`src/rtl/pulse_burst_analyzer_pkg.sv`:
```
// pulse_burst_analyzer_pkg
// Shared definitions for the pulse burst analyzer: FSM state encoding and
// the default widths/timing used when the top is instantiated without
// overrides. Imported by pulse_burst_analyzer and signal_sampler.
package pulse_burst_analyzer_pkg;

    // Analyzer FSM states; encodings are fixed so waveforms and any
    // downstream decode stay stable.
    typedef enum logic [1:0] {
        ST_IDLE = 2'd0,
        ST_HIGH = 2'd1,
        ST_LOW  = 2'd2,
        ST_DONE = 2'd3
    } state_t;

    localparam int DEF_COUNT_W    = 8;
    localparam int DEF_WIDTH_W    = 8;
    localparam int DEF_GAP_CYCLES = 4;
    localparam int DEF_MIN_WIDTH  = 2;
    localparam int DEF_MAX_WIDTH  = 16;

    // Gap counter width; GAP_CYCLES never exceeds 255.
    localparam int GAP_W = 8;

endpackage

```
`src/rtl/pulse_burst_analyzer_signal_sampler.sv`:
```
// signal_sampler
// Front end of the analyzer: optionally synchronizes the incoming pulse
// train, keeps the previous sample and flags rising edges.
//
// Configuration macro: PULSE_SYNC_EN
//   defined   -> signal_i passes through a two-flop synchronizer (reset to 1)
//   undefined -> signal_i is used directly (must be synchronous to clock)
//
// Ports:
//   clock    in   sampling clock, posedge
//   reset    in   synchronous, active-high reset
//   signal_i in   raw pulse train
//   s_o      out  current sample used by the FSM
//   rise_o   out  s_o high while the previous sample was low
module signal_sampler
    import pulse_burst_analyzer_pkg::*;
(
    input  logic clock,
    input  logic reset,
    input  logic signal_i,
    output logic s_o,
    output logic rise_o
);

`ifdef PULSE_SYNC_EN
    logic [1:0] sync_q;

    // Two-flop synchronizer; resets high so a line already high at reset
    // release looks like a continuation rather than a fresh edge.
    always_ff @(posedge clock) begin
        if (reset) begin
            sync_q <= 2'b11;
        end else begin
            sync_q <= {sync_q[0], signal_i};
        end
    end

    assign s_o = sync_q[1];
`else
    assign s_o = signal_i;
`endif

    logic sig_q;

    // Previous sample resets to 1 so a pulse in progress at reset release
    // never produces a rising edge and is therefore never counted.
    always_ff @(posedge clock) begin
        if (reset) begin
            sig_q <= 1'b1;
        end else begin
            sig_q <= s_o;
        end
    end

    assign rise_o = s_o & ~sig_q;

endmodule

```
`src/rtl/pulse_burst_analyzer.sv`:
```
// pulse_burst_analyzer
// Groups a sampled pulse train into bursts (a burst ends after GAP_CYCLES
// consecutive low samples) and reports per-burst pulse count, the width of
// the most recent pulse and whether any pulse width was out of range.
//
// Configuration macro: PULSE_SYNC_EN (adds a 2-flop input synchronizer in
// signal_sampler; all response timing then shifts by two cycles).
//
// Ports:
//   clock        in   sampling clock, posedge
//   reset        in   synchronous, active-high reset
//   signal       in   pulse train from the upstream generator
//   busy         out  burst in progress (FSM in HIGH or LOW)
//   burst_done   out  one-cycle strobe, burst results valid
//   burst_count  out  pulses in the last completed burst
//   last_width   out  width of the most recently completed pulse
//   width_error  out  last completed burst had an out-of-range pulse
module pulse_burst_analyzer
    import pulse_burst_analyzer_pkg::*;
#(
    parameter int COUNT_W    = DEF_COUNT_W,
    parameter int WIDTH_W    = DEF_WIDTH_W,
    parameter int GAP_CYCLES = DEF_GAP_CYCLES,
    parameter int MIN_WIDTH  = DEF_MIN_WIDTH,
    parameter int MAX_WIDTH  = DEF_MAX_WIDTH
) (
    input  logic               clock,
    input  logic               reset,
    input  logic               signal,
    output logic               busy,
    output logic               burst_done,
    output logic [COUNT_W-1:0] burst_count,
    output logic [WIDTH_W-1:0] last_width,
    output logic               width_error
);

    localparam logic [COUNT_W-1:0] CNT_MAX = {COUNT_W{1'b1}};
    localparam logic [WIDTH_W-1:0] WID_MAX = {WIDTH_W{1'b1}};
    localparam logic [GAP_W-1:0]   GAP_END = GAP_W'(GAP_CYCLES - 1);
    localparam logic [WIDTH_W-1:0] WID_MIN = WIDTH_W'(MIN_WIDTH);
    localparam logic [WIDTH_W-1:0] WID_LIM = WIDTH_W'(MAX_WIDTH);

    logic s;
    logic rise;

    signal_sampler u_sampler (
        .clock    (clock),
        .reset    (reset),
        .signal_i (signal),
        .s_o      (s),
        .rise_o   (rise)
    );

    state_t             state_q;
    logic [COUNT_W-1:0] pulse_cnt_q;
    logic [WIDTH_W-1:0] width_cnt_q;
    logic [GAP_W-1:0]   gap_cnt_q;
    logic               err_acc_q;
    logic               burst_done_q;
    logic [COUNT_W-1:0] burst_count_q;
    logic [WIDTH_W-1:0] last_width_q;
    logic               width_error_q;

    // A saturated width counter is treated as too wide even if MAX_WIDTH
    // happens to sit at the counter limit.
    logic width_bad;
    assign width_bad = (width_cnt_q < WID_MIN) || (width_cnt_q > WID_LIM) ||
                       (width_cnt_q == WID_MAX);

    // Burst FSM with all counters and result registers. DONE lasts exactly
    // one cycle; a high sample there is necessarily a rising edge (the
    // previous sample was low) and immediately opens the next burst.
    always_ff @(posedge clock) begin
        if (reset) begin
            state_q       <= ST_IDLE;
            pulse_cnt_q   <= '0;
            width_cnt_q   <= '0;
            gap_cnt_q     <= '0;
            err_acc_q     <= 1'b0;
            burst_done_q  <= 1'b0;
            burst_count_q <= '0;
            last_width_q  <= '0;
            width_error_q <= 1'b0;
        end else begin
            burst_done_q <= 1'b0;
            case (state_q)
                ST_IDLE: begin
                    if (rise) begin
                        state_q     <= ST_HIGH;
                        pulse_cnt_q <= COUNT_W'(1);
                        width_cnt_q <= WIDTH_W'(1);
                        err_acc_q   <= 1'b0;
                    end
                end
                ST_HIGH: begin
                    if (s) begin
                        if (width_cnt_q != WID_MAX) begin
                            width_cnt_q <= width_cnt_q + WIDTH_W'(1);
                        end
                    end else begin
                        state_q      <= ST_LOW;
                        last_width_q <= width_cnt_q;
                        err_acc_q    <= err_acc_q | width_bad;
                        gap_cnt_q    <= GAP_W'(1);
                    end
                end
                ST_LOW: begin
                    if (s) begin
                        state_q     <= ST_HIGH;
                        width_cnt_q <= WIDTH_W'(1);
                        if (pulse_cnt_q != CNT_MAX) begin
                            pulse_cnt_q <= pulse_cnt_q + COUNT_W'(1);
                        end
                    end else if (gap_cnt_q == GAP_END) begin
                        state_q       <= ST_DONE;
                        burst_done_q  <= 1'b1;
                        burst_count_q <= pulse_cnt_q;
                        width_error_q <= err_acc_q;
                    end else begin
                        gap_cnt_q <= gap_cnt_q + GAP_W'(1);
                    end
                end
                ST_DONE: begin
                    if (s) begin
                        state_q     <= ST_HIGH;
                        pulse_cnt_q <= COUNT_W'(1);
                        width_cnt_q <= WIDTH_W'(1);
                        err_acc_q   <= 1'b0;
                    end else begin
                        state_q <= ST_IDLE;
                    end
                end
                default: begin
                    state_q <= ST_IDLE;
                end
            endcase
        end
    end

    assign busy        = (state_q == ST_HIGH) || (state_q == ST_LOW);
    assign burst_done  = burst_done_q;
    assign burst_count = burst_count_q;
    assign last_width  = last_width_q;
    assign width_error = width_error_q;

endmodule

```
`config.mk`:
```
export PLATFORM = sky130hd
export DESIGN_NAME = pulse_burst_analyzer
export DESIGN_NICKNAME = d
export VERILOG_FILES = /design/src/rtl/pulse_burst_analyzer_pkg.sv /design/src/rtl/pulse_burst_analyzer_signal_sampler.sv /design/src/rtl/pulse_burst_analyzer.sv
export SDC_FILE = /design/constraint.sdc
export NUM_CORES = 1
export LEC_CHECK = 0
export ABC_AREA = 1
export CAP_MARGIN = 20
export CORE_UTILIZATION = 57
export CTS_BUF_LIST = sky130_fd_sc_hd__clkbuf_4 sky130_fd_sc_hd__clkbuf_8 sky130_fd_sc_hd__clkbuf_16
export CTS_CLUSTER_DIAMETER = 80
export CTS_CLUSTER_SIZE = 12
export DETAILED_ROUTE_END_ITERATION = 8
export HOLD_SLACK_MARGIN = 0.03
export PLACE_DENSITY = 0.79
export SLEW_MARGIN = 20
export SYNTH_ARGS = -nofsm -noshare
export SYNTH_HDL_FRONTEND = slang
export SYNTH_SLANG_ARGS = --single-unit
```
`constraint.sdc`:
```
create_clock -name clock -period 2.2 [get_ports clock]
set_input_delay 0.33 -clock clock [delete_from_list [all_inputs] [get_ports clock]]
set_output_delay 0.33 -clock clock [all_outputs]
set_load 0.05 [all_outputs]
```
Word level (Yosys, flattened, before mapping)
Index checks and enable logic that the tools add are counted.
Operators by class
  $lt $le $gt $ge: 2
  equal/unequal tests: 18
  reduce and logical (&&, ||, !) cells: 16
  multiplexer cells: 23
  add/subtract/negate cells: 3
  bitwise gates (word level): 5
Operators by type and width (count)
  8-bit 2-to-1 mux: 9
  8-bit case mux with 3 select lines: 2
  8-bit by 1-bit adder with 8-bit output, second input constant: 3
  2-bit != test, second input constant: 9
  8-bit != test, second input constant: 2
  8-bit case mux with 2 select lines: 1
  4-bit AND reduction: 3
  8-bit by 2-bit == test with 1-bit output, second input constant: 1
  8-bit == test, second input constant: 1
  8-bit by 5-bit > comparator with 1-bit output, second input constant: 1
  8-bit by 2-bit less-than comparator with 1-bit output, second input constant: 1
  2-bit 2-to-1 mux: 4
  2-bit case mux with 4 select lines: 1
  3-bit AND reduction: 2
  3-bit nonzero test: 2
  1-bit 2-to-1 mux: 5
  5-bit AND reduction: 1
  2-bit == test, second input constant: 2
  1-bit logical OR: 3
  3-bit != test, second input constant: 1
  1-bit inverter: 3
  1-bit case mux with 3 select lines: 1
  3-bit OR reduction: 1
  2-bit by 1-bit == test with 1-bit output, second input constant: 1
  7 further kinds: 7
Storage, ports and cells
  register bits: 46

Depth between registers and ports, before layout
Gate-level depths: netlist of run 1.
  word-level depth: 6
  gate-level depth with buffers: 11
  gate-level depth less buffers: 11

Cells and area by module
From an unflattened synthesis of run 1, not the netlist that was laid out.
Second synthesis, totals
  cell total of the unflattened synthesis: 361
  area, all modules: 2433.6 um2
By module, submodules not included
  pulse_burst_analyzer: instances 1, cells an instance 355, area an instance 2388.5 um2, seq. area each 900.9 um2
  signal_sampler: instances 1, cells an instance 6, area an instance 45.0 um2, seq. area each 20.0 um2

Worst setup path before layout of run 1
No wires, ideal clock.
  kind: register to register
  start point: register state_q[0]
  end point: register pulse_cnt_q[0]
  buffers on the path: 0
  stages on the path, launching flop included: 9
  path slack: 0.542 ns
  setup time: 0.117 ns
  arrival: 1.541 ns
  data required time: 2.083 ns
  period minus slack after synthesis: 1.658 ns
  cells stage by stage: dfxtp_1 -> inv_1 -> ha_1 -> o21ai_4 -> nand2_2 -> nor2_8 -> nand2_4 -> nor3_1 -> nor2_1
On the way
  cells in the longest elaborated chain, start to end: 3
Ends and longest elaborated chain
  start: declaration: line pulse_burst_analyzer.sv:54  | state_t state_q;
  start signal: assignment: line pulse_burst_analyzer.sv:75  | state_q <= ST_IDLE;
  start signal: assignment: line pulse_burst_analyzer.sv:89  | state_q <= ST_HIGH;
  start signal: assignment: line pulse_burst_analyzer.sv:101  | state_q <= ST_LOW;
  2-bit == test or 2-bit logical NOT (tied branches): line pulse_burst_analyzer.sv:86  | case (state_q)
  2-bit != test (no line) or 3-bit nonzero test (tied branches)
  5-bit AND reduction (no line)
  end signal: assignment: line pulse_burst_analyzer.sv:112  | pulse_cnt_q <= pulse_cnt_q + COUNT_W'(1);
  end: declaration: line pulse_burst_analyzer.sv:55  | logic [COUNT_W-1:0] pulse_cnt_q;
Several ways; a longest one is shown, not always the timed one.
A chain may end at the register's enable or synchronous reset.

Worst setup path in the final report of run 1
Same ends and word-level chain as after synthesis.

==> results.md, run 1 <==
- Worst hold path type: flop to flop
- Grt ovf: 0
- Crit path kind: flop to flop
- Final worst slack: 0.307 ns
- RSZ-0062 raised after global routing: false
- Core footprint: 0.00403 mm2
- Synth area leaders: dfxtp_1 (38%), nand2_1 (11%), nor2_1 (10%)
- Peak supply drop: 589 uV
- Clk sink count: 46
- Resized cells post-CTS: 0
- Fin crit share: 86.0%
- FMAX: 0.528 GHz
- # IOs: 22
- CTS root buf: clkbuf_8
- Post-Syn Area: 0.00240 mm2
- Die Ht: 66.9 um
- Total Routing Usage GR: 24.6%
- Worst Path Arrival: 2.09 ns
- Capturing element type of the critical path: flop
- Die width: 66.9 um
- Most frequently used cell type in the post-synthesis netlist: nand2_1
- CTS tree: built
- Sequential cell area fraction in the yosys report: 38.3%
- Distinct cells, synth: 32
- Number of diodes: 0
- Initial antenna violation count: 0
- Post-detail-place hpwl: 3.55 mm
- Measured slew at the worst slew-check pin: 0.503 ns
- Worst-case clock skew: 0.00577 ns
- Post-CTS Setup Bufs: 0
- Number of global-route vias before repair: 1868
- CP Max Fanout: 8
- Fin nets: 382
- Initial Utilization: 59.7%
- Die area: 0.00448 mm2
- Max-cap violations: 0
- First-pass GRT wire length: 8.31 mm
- Per-cell routed wire length: 11.9 um
- Final Instance Count excl. Fillers: 421
- CTS clk-pin slew, worst paths: 0.09 ns
- First DRT Iteration DRCs: 142
- Total power per unit cell area: 923 mW/mm2
- PortBufs: 21
- Synth Register Bits: 46
- Status: finished, final reports clean
- Later-pin clock latency in the skew report: 0.30 ns
- Final Wtd Congestion: 0.841
- Min cycle time layout: 1.89 ns
- Setup TNS: 0 ns
- Pre-CTS WS: 0.242 ns
- Largest net degree at the start of global routing: 21
- DRT Pass-1 Iters: 4
- Cell accounting for the most synthesized area: dfxtp_1
- Asr flop ratio synth: 0%
- Post-synth net total: 356
- Vias: 2181
- Synth warn: 0
- Post-Route WL: 5.01 mm
- Post-CTS Hold Buffers: 0
- Mapped Cells: 344
- Dpl cells: 413
- Fin. max-slew vios: 0
- Hold Fails Final Rpt: 0
- Critical Path RT: 2.40 ns
- Post-synth top area share: 38.3%
- Slew HR: 66.4%
- H-tree Lvls: 2
- Antenna-violating nets left: 0
- Most frequent cells after synthesis: nand2_1 (71), nor2_1 (64), dfxtp_1 (46)
- Top FF cell, synth: dfxtp_1
- Site Rows: 23
- Startpoint types: flop
- Remaining DRCs: 0
- Lkg Pwr: 0.00111 uW
- Inserted Clock Buffers: 5
- CTS Buffer Depth: 2
- Syn_area_per_cell: 6.99 um2
- EDFF count, synth: 0
- Area delta synth->final: 15.7%
- Via/cell ratio: 5.18
- Share of cells above drive strength 1: 10.2%
- Final setup violation count: 0
## worst paths after layout
kind,end,startpoint,slack [ns],depth (start not counted)
worst min-delay path,err_acc_q,err_acc_q,0.49,2
worst max-delay path,pulse_cnt_q[0],state_q[0],0.31,8
worst min register to register,err_acc_q,err_acc_q,0.49,2
worst max register to register,pulse_cnt_q[0],state_q[0],0.31,8
## registers in the layout, indices dropped and copies added, names as in the netlist
signal / cells
pulse_cnt_q: 8
u_sampler.sig_q: 1
burst_count: 8
width_cnt_q: 8
gap_cnt_q: 8
err_acc_q: 1
burst_done: 1
width_error: 1
state_q: 2
last_width: 8
## per-stage QoR
step / cell area, um2 / util, % / hold slack (ns) / power, uW
2_1_floorplan: 2400 / - / 0.399 / 1730
3_3_place_gp: 2670 / 66.3 / 0.461 / 1940
3_5_place_dp: 2670 / 66.3 / 0.466 / 1950
4_1_cts: 2780 / 69.0 / 0.487 / 2580
5_1_grt: 2780 / 69.0 / 0.517 / 2710
6_report: 2780 / 69.0 / 0.488 / 2570
## critical path, stage by stage (launching register included)
cell,delay (ns)
dfxtp_1,0.47
inv_1,0.14
ha_1,0.36
o21ai_4,0.25
nand2_2,0.12
nor2_8,0.15
nand2_4,0.09
nor3_1,0.14
nor2_1,0.06
## kinds of logic after synthesis
logic type / after synthesis / share of synthesized area [%]
flip-flops: 46 / 38.3
adder cells (fa/ha/maj): 9 / 4.69
AO/OA/AOI/OAI: 49 / 11.2
AND/OR/NAND/NOR: 193 / 37.2
XOR/XNOR: 5 / 1.82
buffers and inverters: 42 / 6.82
## layout make-up
class	instances	area, um2
clock inverter	3	40.0
multi-input combinational	256	1320
inverter	37	140
clock buffer	5	68.8
timing repair buffer	24	230
fill	331	1250
tap	50	62.6
sequential	46	921
## placed cells by master (no fill, tap or decap)
master | synthesis | final
nand2_1 | 71 | 71
nor2_1 | 64 | 64
dfxtp_1 | 46 | 46
inv_1 | 30 | 30
nand3_1 | 27 | 27
a21oi_1 | 21 | 21
o21ai_0 | 21 | 21
clkdlybuf4s50_1 | 0 | 20
ha_1 | 9 | 9
nor3_1 | 8 | 8
inv_2 | 6 | 6
nand2_2 | 6 | 6
xor2_1 | 5 | 5
clkbuf_8 | 0 | 5
nand4_1 | 4 | 4
buf_4 | 1 | 4
clkinv_2 | 1 | 3
nor2_4 | 2 | 2
nor2_8 | 2 | 2
o21ai_1 | 2 | 2
a21oi_2 | 2 | 2
nand3_2 | 2 | 2
o21ai_4 | 1 | 1
nand3_4 | 1 | 1
nor2_2 | 1 | 1
nand2_4 | 1 | 1
and2_1 | 1 | 1
nor3_2 | 1 | 1
nand3b_1 | 1 | 1
o31ai_1 | 1 | 1
o21bai_1 | 1 | 1
nor3b_1 | 1 | 1
bufinv_16 | 0 | 1
## metal layers
layer / routed length [um] / part of all wire (%) / track usage (%)
met1: 2520 / 50 / 33.8
met2: 2170 / 43 / 38.4
met3: 258 / 5.2 / 4.62
met4: 65 / 1.3 / 7.98
met5: 0 / 0 / 0
## where the power goes
group / total (uW) / switching (uW) / internal, uW
registers: 991 / 73.7 / 917
logic: 952 / 654 / 298
clock network: 625 / 291 / 335
total: 2570 / 1020 / 1550
(Power assumes the default switching activity.)
==> run 2: changes to the inputs <==
- ABC_AREA: 1 -> default
- CORE_UTILIZATION: 57 -> 56
- clock period: 2.2 -> 1.84 ns (I/O delays scaled with it)
==> results.md, run 2 <==
- Sequential cell area fraction in the yosys report: 43.4% (+5.1 points)
- Via/cell ratio: 5.79 (+12%)
- Die width: 63.5 um (-5.1%)
- Worst Path Arrival: 2.11 ns (+0.02 ns)
- Vias: 1997 (-8.4%)
- Worst Hold Depth: 2 (unchanged)
- Site Rows: 21 (-8.7%)
- Worst R2R Path Depth: 5 (-3)
- Post-synth top area share: 43.4% (+5.1 points)
- Synth Register Bits: 46 (unchanged)
- Final Instance Count excl. Fillers: 345 (-18%)
- PortBufs: 21 (unchanged)
- WHS: 0.462 ns (-0.0254 ns)
- Top FF cell, synth: dfxtp_1
- Hold Crit Start: last_width[2]
- Number of global-route vias before repair: 1814 (-2.9%)
- Total power per unit cell area: 1060 mW/mm2 (+15%)
- Min cycle time layout: 1.92 ns (+0.0275 ns)
- CTS root buf: clkbuf_8
- Remaining DRCs: 0 (unchanged)
- Capturing element type of the critical path: flop
- Worst hold path type: flop to flop
- Share of cells above drive strength 1: 24.4% (+14 points)
- Total Routing Usage GR: 26.7% (+2.1 points)
- Final Wtd Congestion: 0.866 (+3.0%)
- Fill cells: 211 (-36%)
- CTS Buffer Depth: 2 (unchanged)
- Fin. max-slew vios: 0 (unchanged)
- Failing checks: setup timing
- Die area: 0.00404 mm2 (-9.9%)
- Most frequently used cell type in the post-synthesis netlist: dfxtp_1
- Inserted Clock Buffers: 5 (unchanged)
- Pre-CTS WS: -0.145 ns (-0.387 ns)
- Reg2reg start: gap_cnt_q[0]
- Post-Route WL: 5.33 mm (+6.4%)
- Lkg Pwr: 0.00113 uW (+1.4%)
- Fin nets: 311 (-19%)
- DRT Pass-1 Iters: 4 (unchanged)
- First DRT Iteration DRCs: 177 (+25%)
- Commonest non-fill, non-tap cell in the layout: dfxtp_1
- # IOs: 22 (unchanged)
- Antenna-violating nets left: 0 (unchanged)
- Most frequent cells in the layout: dfxtp_1 (42), buf_4 (33), nor2_1 (24)
- Fin crit share: 104% (+18 points)
- Post-synth net total: 252 (-29%)
- Worst R2R Setup Slack: -0.08 ns (-0.39 ns)
- CTS clk-pin slew, worst paths: 0.08 ns (about the same)
- Final worst slack: -0.0800 ns (-0.387 ns)
- FMAX: 0.521 GHz (-1.4%)
- Startpoint types: flop
- Crit path max-delay cell type: or4_4
- Crit path largest cell delay: 0.58 ns (+0.11 ns)
- H-tree Lvls: 2 (unchanged)
- Initial antenna violation count: 0 (unchanged)
- Worst Setup SP: gap_cnt_q[0]
- Measured slew at the worst slew-check pin: 0.508 ns (+0.00551 ns)
- Post-CTS Hold Buffers: 0 (unchanged)
- Mapped Cells: 240 (-30%)
- Most frequent cells after synthesis: dfxtp_1 (46), nor2_1 (24), nand2_1 (22)
- Grt ovf: 0 (unchanged)
- CTS tree: built
- RSZ-0062 raised after global routing: true
- CP Max Fanout: 5 (-3)
- Dpl cells: 332 (-20%)
- Slew HR: 66.0% (-0.37 points)
- Post-detail-place hpwl: 3.42 mm (-3.8%)
- Area delta synth->final: 35.9%
- Number of diodes: 0 (unchanged)
- Largest net degree at the start of global routing: 22 (+4.8%)
- Asr flop ratio synth: 0% (unchanged)
- Per-cell routed wire length: 15.4 um (+30%)
- Later-pin clock latency in the skew report: 0.30 ns (about the same)
- Post-Syn Area: 0.00212 mm2 (-12%)
- Cell accounting for the most synthesized area: dfxtp_1
- Initial Utilization: 61.1% (+1.5 points)
- Critical Path RT: 2.03 ns (-0.37 ns)
- Distinct cells, synth: 46 (+44%)
- Reg2reg end: burst_count[5]
- Die Ht: 63.5 um (-5.1%)
- Clk sink count: 46 (unchanged)
- Synth area leaders: dfxtp_1 (43%), mux2i_1 (6.1%), ha_1 (5.3%)
- Hold Fails Final Rpt: 0 (unchanged)
- Syn_area_per_cell: 8.84 um2 (+26%)
- Crit path kind: flop to flop
- Synth warn: 0 (unchanged)
- Status: complete, but fails checks
- Final setup violation count: 9 (+9)
- Crit path cell chain: ha_4, or4b_4, or4_4, mux2i_1, nor2_1
- Max-cap violations: 0 (unchanged)
- Worst-case clock skew: 0.00607 ns (+0.000296 ns)
- First-pass GRT wire length: 8.37 mm (+0.75%)
- Worst hold endpoint: last_width[2]
- Peak supply drop: 1220 uV (+110%)
- EDFF count, synth: 0 (unchanged)
- Core footprint: 0.00347 mm2 (-14%)
run 2: changes by cell type after synthesis, sizes merged, moves of 6 or more:
cell	delta
nor2	-45
or3	+7
inv	-26
nor3	-6
mux2i	+13
nand2	-56
o21ai	-14
nand3	-20
run 2: area by class of cell:
type                    instances  area (um2)  share of cell area (%)
inverters                      10        37.5                    1.30
well taps                      46        57.6                    2.00
repair buffers                 59         524                    18.2
multi-input cells             177        1250                    43.4
flip-flops and latches         46         928                    32.2
clock buffers                   6        76.3                    2.65
clock inverters                 1        7.51                   0.261
run 2: kinds of logic (layout without fill, tap and decap cells):
logic type / Yosys count / count (layout) / share of synthesized area, %
mux: 13 / 13 / 6.14
fa+ha+maj: 9 / 9 / 5.31
simple gates: 95 / 96 / 23.1
buf+inv: 18 / 76 / 3.54
compound gates: 51 / 51 / 15.2
xor+xnor: 8 / 8 / 3.30
flops: 46 / 46 / 43.4
run 2: stage by stage:
stage          instance area [um2]  power (uW)  utilization, %  TNS, ns
6_report                      2880        3050            83.1   -0.580
2_1_floorplan                 2160        1720               -   -0.657
4_1_cts                       2790        2900            80.3   -0.458
3_3_place_gp                  2640        2160            76.1   -0.420
3_5_place_dp                  2640        2200            76.1   -0.964
5_1_grt                       2880        3190            83.1    -1.38
run 2: repair_timing:
action / 4_1_cts / 5_1_grt
cloned: 2 / 0
pin swaps: 4 / 8
setup endpoints to repair: 15 / 26
buffers inserted: 2 / 2
gates resized for setup: 9 / 18
run 2: worst max-delay path: cells and delay by family, from the launching register on:
kind                     cells  cell delay [ns]
adder cells (fa/ha/maj)      1             0.12
flip-flops                   1             0.36
multiplexers                 1             0.19
AND/OR/NAND/NOR              3             1.13
run 2: worst max-delay path by stage:
stage / endpoint / slack [ns] / cells past startpoint
final: burst_count[5] / -0.08 / 5
after global routing: width_error / -0.17 / 5
after CTS: burst_count[5] / -0.08 / 5
after detailed placement: err_acc_q / -0.15 / 7
after global placement: err_acc_q / -0.07 / 7
after floorplan: burst_count[0] / -0.07 / 6
run 2: where the power goes:
part	switching (uW)	leakage, uW	internal (uW)
combinational	653	0.000711	673
sequential	61.0	0.000374	1060
clock	329	0.0000407	275
run 2: per-layer routing:
layer  wire length [um]  GRT usage [%]  share of wire [%]  vias to the layer above
met3                286           4.89                5.4                        8
li1                   -              -                  -                      972
met1               2310           35.5                 43                      947
met5                  0              0                  0                        -
met2               2670           43.5                 50                       70
met4                 63           8.52                1.2                        0
